File: src/rtl/anti_theft_fsm_multi_pkg.sv
// Shared state encodings and interval register indices for the multi-door
// anti-theft controller.
package anti_theft_pkg;

  typedef enum logic [2:0] {
    ST_ARMED      = 3'd0,
    ST_TRIGGERED  = 3'd1,
    ST_ALARM      = 3'd2,
    ST_DISARMED   = 3'd3,
    ST_WAIT_OPEN  = 3'd4,
    ST_WAIT_CLOSE = 3'd5,
    ST_WAIT_ARM   = 3'd6,
    ST_ILLEGAL    = 3'd7
  } state_e;

  localparam logic [1:0] IDX_ARM    = 2'd0;
  localparam logic [1:0] IDX_DRIVER = 2'd1;
  localparam logic [1:0] IDX_PASS   = 2'd2;
  localparam logic [1:0] IDX_ALARM  = 2'd3;

  // States whose exits depend on the interval down-counter reaching zero.
  function automatic logic is_timed(state_e s);
    return (s == ST_TRIGGERED) || (s == ST_ALARM) || (s == ST_WAIT_ARM);
  endfunction

endpackage

File: src/rtl/anti_theft_fsm_multi_interval_timer.sv
// Four programmable intervals plus a loadable, saturating down-counter that
// steps on the 1 Hz enable.
module interval_timer
  import anti_theft_pkg::*;
#(
  parameter int TW        = 4,
  parameter int DEF_ARM    = 6,
  parameter int DEF_DRIVER = 8,
  parameter int DEF_PASS   = 15,
  parameter int DEF_ALARM  = 10
) (
  input  logic          clock,
  input  logic          reset,
  input  logic          we_i,
  input  logic [1:0]    wsel_i,
  input  logic [TW-1:0] wdata_i,
  input  logic          clr_i,
  input  logic          load_i,
  input  logic [1:0]    load_sel_i,
  input  logic          tick_i,
  output logic [TW-1:0] count_o,
  output logic          zero_o
);

  logic [TW-1:0] interval_q [4];
  logic [TW-1:0] count_q;

  always_ff @(posedge clock) begin
    if (reset) begin
      // NOTE: this small register file is reset (not left as RAM) because a
      // reset must restore every interval to its power-on default.
      interval_q[IDX_ARM]    <= TW'(DEF_ARM);
      interval_q[IDX_DRIVER] <= TW'(DEF_DRIVER);
      interval_q[IDX_PASS]   <= TW'(DEF_PASS);
      interval_q[IDX_ALARM]  <= TW'(DEF_ALARM);
      count_q                <= '0;
    end else begin
      if (we_i) interval_q[wsel_i] <= wdata_i;
      if (clr_i)                          count_q <= '0;
      else if (load_i)                    count_q <= interval_q[load_sel_i];
      else if (tick_i && count_q != '0)   count_q <= count_q - TW'(1);
    end
  end

  assign count_o = count_q;
  assign zero_o  = (count_q == '0);

endmodule

File: src/rtl/anti_theft_fsm_multi.sv
// Multi-door anti-theft controller: arming, graced triggering, bounded siren
// re-triggering and driver-door disarm sequencing.
module anti_theft_fsm_multi
  import anti_theft_pkg::*;
#(
  parameter int N_DOORS        = 2,
  parameter int TW             = 4,
  parameter int T_ARM_DELAY    = 6,
  parameter int T_DRIVER_DELAY = 8,
  parameter int T_PASS_DELAY   = 15,
  parameter int T_ALARM_ON     = 10,
  parameter int ALARM_REPEATS  = 3,
  parameter int BLINK_DIV      = 2
) (
  input  logic               clock,
  input  logic               reset,
  input  logic               one_hz_enable,
  input  logic               ignition,
  input  logic [N_DOORS-1:0] door,
  input  logic               reprogram,
  input  logic [1:0]         time_param_sel,
  input  logic [TW-1:0]      time_value,
  output logic               status,
  output logic               enable_siren,
  output logic [2:0]         state_o,
  output logic [N_DOORS-1:0] trig_door,
  output logic [TW-1:0]      timer_o
);

  localparam int REP_W = $clog2(ALARM_REPEATS + 1);
  localparam int BW    = (BLINK_DIV > 1) ? $clog2(BLINK_DIV) : 1;
  localparam logic [N_DOORS-1:0] DRIVER_ONLY = N_DOORS'(1);

  state_e             state_q, state_d;
  logic [REP_W-1:0]   repeat_q, repeat_d;
  logic [N_DOORS-1:0] trig_q, trig_d;
  logic [BW-1:0]      blink_cnt_q, blink_cnt_d;
  logic               blink_q, blink_d;
  logic               status_q, siren_q;

  logic               tmr_load, tmr_clr, tmr_zero, expired;
  logic [1:0]         tmr_sel;
  logic [TW-1:0]      tmr_count;

  interval_timer #(
    .TW(TW), .DEF_ARM(T_ARM_DELAY), .DEF_DRIVER(T_DRIVER_DELAY),
    .DEF_PASS(T_PASS_DELAY), .DEF_ALARM(T_ALARM_ON)
  ) u_timer (
    .clock(clock), .reset(reset),
    .we_i(reprogram), .wsel_i(time_param_sel), .wdata_i(time_value),
    .clr_i(tmr_clr), .load_i(tmr_load), .load_sel_i(tmr_sel),
    .tick_i(one_hz_enable), .count_o(tmr_count), .zero_o(tmr_zero)
  );

  assign expired = is_timed(state_q) && tmr_zero;

  always_comb begin
    // NOTE: every signal gets a default before the case so no path leaves a
    // value unassigned, which would otherwise infer a latch.
    state_d  = state_q;
    repeat_d = repeat_q;
    trig_d   = trig_q;
    tmr_load = 1'b0;
    tmr_clr  = 1'b0;
    tmr_sel  = IDX_ARM;

    if (reprogram) begin
      state_d  = ST_ARMED;
      repeat_d = '0;
      trig_d   = '0;
      tmr_clr  = 1'b1;
    end else begin
      case (state_q)
        ST_ARMED: begin
          if (|door) begin
            state_d  = ST_TRIGGERED;
            trig_d   = door;
            tmr_load = 1'b1;
            tmr_sel  = (door == DRIVER_ONLY) ? IDX_DRIVER : IDX_PASS;
          end else if (ignition) begin
            state_d = ST_DISARMED;
          end
        end
        ST_TRIGGERED: begin
          if (expired) begin
            state_d  = ST_ALARM;
            tmr_load = 1'b1;
            tmr_sel  = IDX_ALARM;
            repeat_d = REP_W'(1);
          end else if (ignition) begin
            state_d = ST_DISARMED;
          end
        end
        ST_ALARM: begin
          if (ignition) begin
            state_d = ST_DISARMED;
          end else if (expired) begin
            // Another burst only while a door is still open and bursts remain.
            if (door == '0 || repeat_q >= REP_W'(ALARM_REPEATS)) begin
              state_d = ST_ARMED;
            end else begin
              tmr_load = 1'b1;
              tmr_sel  = IDX_ALARM;
              repeat_d = repeat_q + REP_W'(1);
            end
          end
        end
        ST_DISARMED: if (!ignition) state_d = ST_WAIT_OPEN;
        ST_WAIT_OPEN: begin
          if (ignition)     state_d = ST_DISARMED;
          else if (door[0]) state_d = ST_WAIT_CLOSE;
        end
        ST_WAIT_CLOSE: begin
          if (ignition) begin
            state_d = ST_DISARMED;
          end else if (door == '0) begin
            state_d  = ST_WAIT_ARM;
            tmr_load = 1'b1;
            tmr_sel  = IDX_ARM;
          end
        end
        ST_WAIT_ARM: begin
          if (ignition)      state_d = ST_DISARMED;
          else if (|door)    state_d = ST_WAIT_CLOSE;
          else if (expired)  state_d = ST_ARMED;
        end
        default: state_d = ST_ARMED;
      endcase
    end
  end

  // Blink only advances while remaining in ARMED; any exit restarts it dark.
  always_comb begin
    blink_cnt_d = '0;
    blink_d     = 1'b0;
    if (state_q == ST_ARMED && state_d == ST_ARMED) begin
      blink_cnt_d = blink_cnt_q;
      blink_d     = blink_q;
      if (one_hz_enable) begin
        if (blink_cnt_q == BW'(BLINK_DIV - 1)) begin
          blink_cnt_d = '0;
          blink_d     = ~blink_q;
        end else begin
          blink_cnt_d = blink_cnt_q + BW'(1);
        end
      end
    end
  end

  always_ff @(posedge clock) begin
    if (reset) begin
      state_q     <= ST_ARMED;
      repeat_q    <= '0;
      trig_q      <= '0;
      blink_cnt_q <= '0;
      blink_q     <= 1'b0;
      status_q    <= 1'b0;
      siren_q     <= 1'b0;
    end else begin
      state_q     <= state_d;
      repeat_q    <= repeat_d;
      trig_q      <= trig_d;
      blink_cnt_q <= blink_cnt_d;
      blink_q     <= blink_d;
      // Outputs are registered from the next state so they line up with state_q.
      status_q    <= (state_d == ST_TRIGGERED || state_d == ST_ALARM) ? 1'b1 :
                     (state_d == ST_ARMED) ? blink_d : 1'b0;
      siren_q     <= (state_d == ST_ALARM);
    end
  end

  assign status       = status_q;
  assign enable_siren = siren_q;
  assign state_o      = state_q;
  assign trig_door    = trig_q;
  assign timer_o      = tmr_count;

endmodule

File: config.mk
export PLATFORM = sky130hd
export DESIGN_NAME = anti_theft_fsm_multi
export DESIGN_NICKNAME = d
export VERILOG_FILES = /design/src/rtl/anti_theft_fsm_multi_pkg.sv /design/src/rtl/anti_theft_fsm_multi_interval_timer.sv /design/src/rtl/anti_theft_fsm_multi.sv
export SDC_FILE = /design/constraint.sdc
export NUM_CORES = 1
export LEC_CHECK = 0
export ABC_AREA = 1
export CAP_MARGIN = 30
export CORE_MARGIN = 2
export CORE_UTILIZATION = 45
export DETAILED_ROUTE_END_ITERATION = 10
export PLACE_DENSITY = 0.65
export SETUP_SLACK_MARGIN = 0.15
export SYNTH_ARGS = -nofsm -noshare
export SYNTH_HDL_FRONTEND = slang
export SYNTH_SLANG_ARGS = --single-unit
File: constraint.sdc
create_clock -name clock -period 2.21 [get_ports clock]
set_input_delay 0.3315 -clock clock [delete_from_list [all_inputs] [get_ports clock]]
set_output_delay 0.3315 -clock clock [all_outputs]
set_load 0.02 [all_outputs]
[After elaboration in Yosys (flattened, before gate mapping)]
Memory sizes are Yosys's and may differ from the RTL's.
Cells that the tools add are included.
Word-level totals
  bits in registers: 15
  bits in writable memories: 16
  bits of input ports: 13
  output and inout bits: 11
  logic and storage cells: 103
  memories kept: 1
Cells by class
  $add $sub $neg: 3
  order comparisons: 1
  eq/ne operators: 13
  mux-type cells: 54
  bitwise gates (word level): 2
  reductions and logical operators: 21
Memory list
  u_timer.interval_q: depth 4, width 4, rd ports 1, clocked after Yosys merged registers in 0, write ports 4, line anti_theft_fsm_multi_interval_timer.sv:25  | logic [TW-1:0] interval_q [4];
Operators by type and width (count)
  3-bit 2-to-1 mux: 15
  2-bit 2-to-1 mux: 12
  3-bit case mux with 7 select lines: 1
  1-bit 2-to-1 mux: 20
  4-bit 2-to-1 mux: 3
  3-bit by 2-bit equality test with 1-bit output, second input constant: 3
  3-bit equality test, second input constant: 3
  2-bit != test, second input constant: 4
  2-bit OR reduction: 4
  3-bit by 1-bit equality test with 1-bit output, second input constant: 2
  3-bit logical NOT: 2
  2-bit case mux with 3 select lines: 1
  5-bit AND reduction: 1
  4-bit logical NOT: 1
  1-bit logical OR: 4
  1-bit case mux with 4 select lines: 1
  2-bit case mux with 2 select lines: 1
  2-bit nonzero test: 2
  4-bit nonzero test: 1
  4-bit OR reduction: 1
  4-bit by 1-bit subtractor with 4-bit output, second input constant: 1
  1-bit logical AND: 3
  2-bit by 1-bit adder with 2-bit output, second input constant: 1
  2-bit by 1-bit equality test with 1-bit output, second input constant: 1
  5 further kinds: 6

[Logic depth before layout (Yosys ltp)]
Gate-level depths: netlist (run 1).
  depth in word-level cells: 14
  gate-level depth with buffers: 13
  mapped depth without buffers: 13

[By module]
Synthesis (run 1) repeated with hierarchy kept, for this count alone.
Unflattened totals
  cell total of the unflattened synthesis: 257
  area total of the unflattened synthesis: 1823.0 um^2
Modules (own cells, without submodules)
  interval_timer: times used 1, cells each 128, area each 1087.3 um^2, sequential area each 560.5 um^2
  anti_theft_fsm_multi: times used 1, cells each 129, area each 735.7 um^2, sequential area each 220.2 um^2

[Worst setup path after synthesis (run 1)]
No wires, ideal clock.
  path type: register to register
  start point: register u_timer.count_q[0] (netlist: u_timer.count_o[0])
  end point: register u_timer.count_q[3] (netlist: u_timer.count_o[3])
  setup time: 109 ps
  arrival: 1592 ps
  required time: 2101 ps
  setup slack: 509 ps
  cell stages (with the launch flop): 13
  path buffers: 0
  period minus slack after synthesis: 1701 ps
  cells stage by stage: dfxtp_1 inv_1 ha_1 nand3_1 nand2_1 nand3_4 nand2_1 nand2_2 nand2_1 o21ai_0 a21oi_1 nand2_1 inv_1
Between the ends
  word-level cells in the longest chain between the ends: 8
  elaborated cells on any way between the ends: 19
  those cells by class: add/sub (1); mux (12); reduce/logical (5); memory (1)
Ends and longest elaborated chain
  start, declared: line anti_theft_fsm_multi_interval_timer.sv:26  | logic [TW-1:0] count_q;
  start signal, assigned: line anti_theft_fsm_multi_interval_timer.sv:40  | else if (load_i) count_q <= interval_q[load_sel_i];
  start signal, assigned: line anti_theft_fsm_multi_interval_timer.sv:41  | else if (tick_i && count_q != '0) count_q <= count_q - TW'(1);
  4-bit logical NOT: line anti_theft_fsm_multi_interval_timer.sv:46  | assign zero_o = (count_q == '0);
  1-bit logical AND: line anti_theft_fsm_multi.sv:55  | assign expired = is_timed(state_q) && tmr_zero;
  2-bit 2-to-1 mux: line anti_theft_fsm_multi.sv:97  | end else if (expired) begin
  2-bit 2-to-1 mux: line anti_theft_fsm_multi.sv:95  | if (ignition) begin
  2-bit case mux with 3 select lines: line anti_theft_fsm_multi.sv:73  | case (state_q)
  2-bit 2-to-1 mux: line anti_theft_fsm_multi.sv:67  | if (reprogram) begin
  memory 4 x 4 bit
  4-bit 2-to-1 mux: line anti_theft_fsm_multi_interval_timer.sv:40
Several ways; a longest one is shown, not always the timed one. The select of a mux whose other input is x is not followed.
A chain may end at the register's enable or synchronous reset.

[Worst setup path after layout (run 1)]
  start point: input port door[0]
  end point: register u_timer.count_q[3] (netlist: u_timer.count_o[3])
Between the ends
  word-level cells in the longest chain between the ends: 9
  elaborated cells on any way between the ends: 22
  those cells by class: eq/ne (1); mux (16); reduce/logical (4); memory (1)
Ends and longest elaborated chain
  start, declared: line anti_theft_fsm_multi.sv:19  | input logic [N_DOORS-1:0] door,
  2-bit logical NOT: line anti_theft_fsm_multi.sv:99, anti_theft_fsm_multi.sv:116
  1-bit logical OR: line anti_theft_fsm_multi.sv:99  | if (door == '0 || repeat_q >= REP_W'(ALARM_REPEATS)) begin
  2-bit 2-to-1 mux: line anti_theft_fsm_multi.sv:99
  2-bit 2-to-1 mux: line anti_theft_fsm_multi.sv:97
  2-bit 2-to-1 mux: line anti_theft_fsm_multi.sv:95
  2-bit case mux with 3 select lines: line anti_theft_fsm_multi.sv:73
  2-bit 2-to-1 mux: line anti_theft_fsm_multi.sv:67
  memory 4 x 4 bit
  4-bit 2-to-1 mux: line anti_theft_fsm_multi_interval_timer.sv:40
Several ways; a longest one is shown, not always the timed one.

==> reports/qor.yml, run 1 <==
status:
  outcome: "finished clean"
setup_path:
  cp_max_fo: 10
  path_delay_family: "simple AND/OR/NAND/NOR gates"
  timing_startpoint_of_the_critical_path: "door[0]"
  ff2ff_path_depth: 11
  timing.critical_path.depth: 12
  cpPeakStageDelay_ns: 0.51
  r2r_setup_slack_ns: 0.44
  ff_to_ff_start: "u_timer.count_o[0]"
  cp-endpoint: "u_timer.count_o[3]"
  path_buf_inv: 2
  cp_slowest_cell: "sky130_fd_sc_hd__clkdlybuf4s50_1"
  worst-endpoint-arrival_ns: 2.00
  critical_path.cell_chain: "clkdlybuf4s50_1 > nor2_1 > nor2_1 > nand2_2 > nand2_2 > nand3_4 > nand2_4 > nand2_4 > o211ai_1 > nand3_1 > nand2_1 > inv_1"
  cp-end-kind: "flip-flop"
  worst_r2r_endpoint: "u_timer.count_o[3]"
  timing.critical_path.required_ns: 2.40
  timing.setup.critical_path_class: "primary input to flip-flop"
  crit_path_start_kind: "primary input"
routing:
  drt_wl_total_um: 3550
  firstDrtPassIters: 4
  post_drt_wl_per_cell_um: 11.3
  dr_total_vias: 1520
  drtAntennaViolNets: 0
  detail_route.drc_violations: 0
  routed_via_density: 4.84
  first_iter_violations: 67
global_routing:
  combined_global_route_utilization_of_all_metal_layers_pct: 17.9
  largest_net_degree_at_the_start_of_global_routing: 11
  grt_pass1_wl_um: 5880
  antenna_found_initial: 0
  gr-total-overflow: 0
  via_count_of_the_first_global_routing_pass: 1326
timing:
  drv_slew: 0
  worstMarginPinSlew_ns: 0.541
  final_min_period_over_clock_period_pct: 81.9
  finalSetupViolations: 0
  fmax_mhz: 552
  unrepaired_setup_endpoints_after_global_routing: "no"
  fin_crit_ns: 1.81
  worst_slew_margin_rel_pct: 63.6
  totalNegativeSetupSlack_ns: 0
  clock-skew-final_ns: 0.00465
  finalHoldViolations: 0
  layout_setup_ws_ns: 0.399
cells_and_area:
  layout.cells.non_filler: 314
  layout.cell_area.non_filler_mm2: 0.00213
  finalNetCount: 281
  final_layout_size_suffix_gt1_share_pct: 9.77
  synthToLayoutAreaGrowth_pct: 22.6
  most-common-layout-cells: "49 x sky130_fd_sc_hd__nand2_1, 36 x sky130_fd_sc_hd__inv_1, 36 x sky130_fd_sc_hd__nor2_1"
  num_antenna_cells: 0
  final_common_cell: "sky130_fd_sc_hd__nand2_1"
synth:
  synth-seq-cells: 31
  synthCells: 233
  yosys_warnings: 0
  mean_syn_cell_area_um2: 7.46
  syn_nets: 249
  synth-seq-area-share_pct: 44.9
  netlist-cell-type-count: 30
  synthesis.area_mm2: 0.00174
clocking:
  cts.sink_count: 31
  postCtsSetupBuffers: 0
  post_cts_clock_slew_at_the_launch_and_capture_registers_of_the_worst_setup_and_hold_paths_ns: 0.07
  cts_root_buffer: "sky130_fd_sc_hd__clkbuf_8"
  h_tree_lvl_count: 2
  cts_hold_buffers: 0
  clkLatencyLatePin_ns: 0.28
  cts-buffers-inserted: 5
  cts_resized: 0
  tritoncts: "done"
  max-clock-path-buffers: 2
place:
  placement.cell_area_mm2: 0.00205
  globalplace.congestion: 0.823
  pre_cts_slack_ns: 0.105
  port-buffer-count: 23
  hpwl_um: 2800
  dp.cells: 306
run:
  drv_cap: 0
die:
  row_count: 22
  die_height_um: 66.1
  boundaryPins: 24
  coreArea_mm2: 0.00369
  design.die.area_mm2: 0.00438
  fp.dieW_um: 66.1
  initial_utilization_pct: 47.1
pwr:
  p_total_mw: 1.40
  p_per_area_mw_per_mm2: 658
  power_leakage_nw: 0.938
  vdd_ir_drop_max_mv: 0.385
hold_path:
  timing.hold.worst.class: "flip-flop to flip-flop"
==> worst min-delay path: cells and delay by family, from the launching register on <==
family | cells | cell delay (ns)
compound gates | 1 | 0.05
simple gates | 1 | 0.06
flops | 1 | 0.32
==> area by class of cell <==
class	count	area [um2]
fill	376	1560
inverter	40	150
sequential	31	781
tap	48	60.1
clock inverter	2	12.5
clock buffer	6	72.6
multi-input combinational	160	795
timing repair buffer	27	260
==> state kept, by name, indices dropped and copies added, names as in the netlist <==
signal and flops:
repeat_q 2, status 1, state_o 3, u_timer.count_o 4
enable_siren 1, blink_q 1, u_timer.interval_q 16, trig_door 2
blink_cnt_q 1
==> cells in the mapped netlist <==
cell | n | area share [%]
sky130_fd_sc_hd__nand2_4 | 2 | 1.3
sky130_fd_sc_hd__xnor2_1 | 1 | 0.50
sky130_fd_sc_hd__o22ai_1 | 1 | 0.36
sky130_fd_sc_hd__o21ai_1 | 1 | 0.29
sky130_fd_sc_hd__nand2_2 | 5 | 1.8
sky130_fd_sc_hd__nor2_2 | 1 | 0.36
sky130_fd_sc_hd__nor2_4 | 1 | 0.65
sky130_fd_sc_hd__xor2_1 | 2 | 1.0
sky130_fd_sc_hd__a21oi_1 | 16 | 4.6
sky130_fd_sc_hd__o211ai_1 | 3 | 1.3
sky130_fd_sc_hd__dfxtp_1 | 15 | 17
sky130_fd_sc_hd__o21ai_0 | 11 | 3.2
sky130_fd_sc_hd__inv_2 | 4 | 0.86
sky130_fd_sc_hd__nand4_1 | 1 | 0.36
sky130_fd_sc_hd__a211oi_1 | 1 | 0.43
sky130_fd_sc_hd__and2_1 | 1 | 0.36
sky130_fd_sc_hd__nand2_1 | 49 | 11
sky130_fd_sc_hd__nor2_1 | 36 | 7.8
sky130_fd_sc_hd__inv_1 | 36 | 7.8
sky130_fd_sc_hd__nand3_1 | 16 | 4.6
sky130_fd_sc_hd__buf_2 | 1 | 0.29
sky130_fd_sc_hd__nor3b_1 | 1 | 0.43
sky130_fd_sc_hd__nand3_4 | 1 | 1.0
sky130_fd_sc_hd__nand3_2 | 1 | 0.58
sky130_fd_sc_hd__nor3_1 | 3 | 0.86
sky130_fd_sc_hd__ha_1 | 3 | 2.2
sky130_fd_sc_hd__a31oi_1 | 1 | 0.36
sky130_fd_sc_hd__edfxtp_1 | 16 | 28
sky130_fd_sc_hd__nand3b_1 | 2 | 0.86
sky130_fd_sc_hd__buf_4 | 1 | 0.43
==> layer usage <==
layer	wire (um)	track usage, %	vias up
met3	124	4.60	6
met4	49	6.12	0
met5	0	0	-
li1	-	-	815
met1	1790	24.4	675
met2	1580	27.4	24
==> worst min-delay path by stage <==
stage,startpoint,end,slack [ns],cells past startpoint
after global placement,repeat_q[0],repeat_q[0],0.46,1
after detailed placement,repeat_q[1],repeat_q[1],0.46,2
after CTS,repeat_q[1],repeat_q[1],0.47,2
final,repeat_q[1],repeat_q[1],0.47,2
after global routing,repeat_q[1],repeat_q[1],0.49,2
after floorplan,reset,state_o[2],0.40,1
==> power by group <==
part / internal, mW / total (mW) / leakage (nW) / switching [mW]
sequential: 0.646 / 0.664 / 0.280 / 0.0181
combinational: 0.114 / 0.293 / 0.617 / 0.179
clock: 0.220 / 0.444 / 0.0412 / 0.224
total: 0.980 / 1.40 / 0.938 / 0.422
==> metrics by stage <==
stage / utilization, % / hold WS, ns
after floorplan: - / 0.403
after global placement: 55.5 / 0.459
after detailed placement: 55.5 / 0.463
after CTS: 57.8 / 0.474
after global routing: 57.8 / 0.490
final: 57.8 / 0.472
==> kinds of logic (layout without fill, tap and decap cells) <==
logic type,after synthesis,after routing,share of synthesized area [%]
xor+xnor,3,3,1.51
buf+inv,42,75,9.36
fa+ha+maj,3,3,2.16
compound gates,34,34,10.5
simple gates,120,120,31.5
flops,31,31,44.9
Power figures use the tool's default switching activity.
==> run 2: changes to the inputs <==
==> constraint.sdc (replaced) <==
create_clock -name clock -period 1.85 [get_ports clock]
set_input_delay 0.2775 -clock clock [delete_from_list [all_inputs] [get_ports clock]]
set_output_delay 0.2775 -clock clock [all_outputs]
set_load 0.02 [all_outputs]
==> run 2 against run 1 <==
  * Clock power is 18% higher
  * Non-clock buffer count increased by 20
  * Sequential power is 20% higher
  * Worst setup slack worse by 0.18 ns
  * Power up 26%
  * Via count increased by 8.4%
  * Register-to-register slack got worse by 0.22 ns
  * Final area increased by 13%
  * Critical path depth shrank 1
  * Routed wire length increased by 8.0%
==> reports/qor.yml, run 2 (synthesized netlist as in run 1, its figures left out) <==
routing:
  first_iter_violations: 86  # +28%
  post_drt_wl_per_cell_um: 11.5  # +1.5%
  detail_route.drc_violations: 0  # unchanged
  firstDrtPassIters: 6  # +2
  drt_wl_total_um: 3830  # +8.0%
  routed_via_density: 4.93  # +1.9%
  drtAntennaViolNets: 0  # unchanged
  dr_total_vias: 1648  # +8.4%
place:
  hpwl_um: 2930  # +4.8%
  globalplace.congestion: 0.931  # +13%
  placement.cell_area_mm2: 0.00216  # +5.4%
  dp.cells: 319  # +4.2%
  port-buffer-count: 23  # unchanged
timing:
  final_min_period_over_clock_period_pct: 88.1
  worst_slew_margin_rel_pct: 77.2  # +14 points
  unrepaired_setup_endpoints_after_global_routing: "yes"
  finalHoldViolations: 0  # unchanged
  worstMarginPinSlew_ns: 0.340  # -0.201 ns
  fmax_mhz: 613
  fin_crit_ns: 1.63
  clock-skew-final_ns: 0.00689  # +0.00224 ns
  finalSetupViolations: 0  # unchanged
  drv_slew: 0  # unchanged
cells_and_area:
  finalNetCount: 301  # +7.1%
  layout.cells.non_filler: 334  # +6.4%
  num_antenna_cells: 0  # unchanged
  final_util_pct: 65.5  # +7.7 points
  final_common_cell: "sky130_fd_sc_hd__nand2_1"
  synthToLayoutAreaGrowth_pct: 39.0
  fillerInstances: 340  # -9.6%
  final_layout_size_suffix_gt1_share_pct: 25.5  # +16 points
  largest_register: "u_timer.interval_q"
  largest_register_ff_count: 16  # unchanged
  most-common-layout-cells: "43 x sky130_fd_sc_hd__nand2_1, 33 x sky130_fd_sc_hd__inv_1, 31 x sky130_fd_sc_hd__nor2_1"
  layout.cell_area.non_filler_mm2: 0.00242  # +13%
clocking:
  h_tree_lvl_count: 2  # unchanged
  clkLatencyLatePin_ns: 0.28  # about the same
  cts.sink_count: 31  # unchanged
  tritoncts: "done"
  cts-buffers-inserted: 5  # unchanged
  post_cts_clock_slew_at_the_launch_and_capture_registers_of_the_worst_setup_and_hold_paths_ns: 0.07  # about the same
  max-clock-path-buffers: 2  # unchanged
  cts_root_buffer: "sky130_fd_sc_hd__clkbuf_8"
die:
  boundaryPins: 24  # unchanged
  die_height_um: 66.1  # unchanged
  fp.dieW_um: 66.1  # unchanged
  row_count: 22  # unchanged
  coreArea_mm2: 0.00369  # unchanged
  initial_utilization_pct: 47.1  # unchanged
  design.die.area_mm2: 0.00438  # unchanged
setup_path:
  cp-endpoint: "u_timer.count_o[3]"
  timing.setup.critical_path_class: "flip-flop to flip-flop"
  crit_path_start_kind: "flip-flop"
  worst-endpoint-arrival_ns: 1.81  # -0.19 ns
  worst_r2r_endpoint: "u_timer.count_o[3]"
  cp-end-kind: "flip-flop"
  cp_max_fo: 10  # unchanged
  r2r_setup_slack_ns: 0.22  # -0.22 ns
  ff2ff_path_depth: 11  # unchanged
  timing_startpoint_of_the_critical_path: "repeat_q[0]"
  timing.critical_path.required_ns: 2.03  # -0.37 ns
  ff_to_ff_start: "repeat_q[0]"
global_routing:
  largest_net_degree_at_the_start_of_global_routing: 12  # +1
  gr-total-overflow: 0  # unchanged
  via_count_of_the_first_global_routing_pass: 1487  # +12%
  antenna_found_initial: 0  # unchanged
  grt_pass1_wl_um: 6590  # +12%
  combined_global_route_utilization_of_all_metal_layers_pct: 20.0  # +2.1 points
hold_path:
  hold_depth: 1  # -1
  timing.hold.worst.class: "flip-flop to flip-flop"
status:
  outcome: "finished clean"
run:
  drv_cap: 0  # unchanged
pwr:
  p_per_area_mw_per_mm2: 731  # +11%
  power_leakage_nw: 1.09  # +16%
  vdd_ir_drop_max_mv: 0.516  # +34%
==> run 2: worst min-delay path by stage <==
| stage | endpoint | startpoint | slack [ns] |
|---|---|---|---|
| detailed placement | repeat_q[1] | repeat_q[1] | 0.47 |
| global placement | repeat_q[0] | repeat_q[0] | 0.46 |
| floorplan | state_o[2] | reset | 0.35 |
| global route | repeat_q[0] | repeat_q[0] | 0.48 |
| CTS | repeat_q[1] | repeat_q[1] | 0.48 |
| finish | repeat_q[0] | repeat_q[0] | 0.46 |
==> run 2: routing by layer <==
layer / up-vias / share of wire, % / global-route usage (%)
li1: 851 / - / -
met1: 747 / 45 / 26.9
met2: 46 / 49 / 31.5
met3: 4 / 5.3 / 4.77
met4: 0 / 0.76 / 6.63
met5: - / 0 / 0
==> run 2: layout make-up <==
class / count / area (um2) / area share (%)
Clock buffer: 5 / 68.8 / 2.85
Inverter: 40 / 155 / 6.42
Tap cell: 48 / 60.1 / 2.49
Sequential cell: 31 / 795 / 32.9
Clock inverter: 3 / 20.0 / 0.829
Timing Repair Buffer: 47 / 430 / 17.8
Multi-Input combinational cell: 160 / 887 / 36.7
==> run 2: stage by stage <==
stage	power, mW	setup TNS, ns	setup slack, ns	hold WS [ns]
floorplan	1.04	0	0.189	0.349
global placement	1.19	-1.27	-0.105	0.462
detailed placement	1.19	-2.33	-0.139	0.467
CTS	1.74	0	0.160	0.478
global route	1.88	0	0.0867	0.482
finish	1.77	0	0.220	0.463
==> run 2: repair_timing <==
action	in CTS	in global routing
buffers inserted	3	4
setup endpoints to repair	6	28
cloned	0	0
hold buffers	0	0
resized for setup	8	30
pin swaps	1	8
==> run 2: worst max-delay path, stage by stage (launching register included) <==
cell and delay (ns):
sky130_fd_sc_hd__dfxtp_2 0.33, sky130_fd_sc_hd__ha_1 0.20, sky130_fd_sc_hd__nor2_2 0.11, sky130_fd_sc_hd__nand2_2 0.06, sky130_fd_sc_hd__nand2_2 0.07, sky130_fd_sc_hd__nand3_4 0.10
sky130_fd_sc_hd__nand2_4 0.14, sky130_fd_sc_hd__nand2_8 0.08, sky130_fd_sc_hd__o211ai_1 0.21, sky130_fd_sc_hd__nand3_1 0.11, sky130_fd_sc_hd__nand2_1 0.07, sky130_fd_sc_hd__inv_1 0.03
==> run 2: where the power goes <==
part / internal [mW] / total [mW] / switching, mW
registers: 0.770 / 0.796 / 0.0255
logic: 0.195 / 0.444 / 0.249
clock network: 0.261 / 0.526 / 0.265
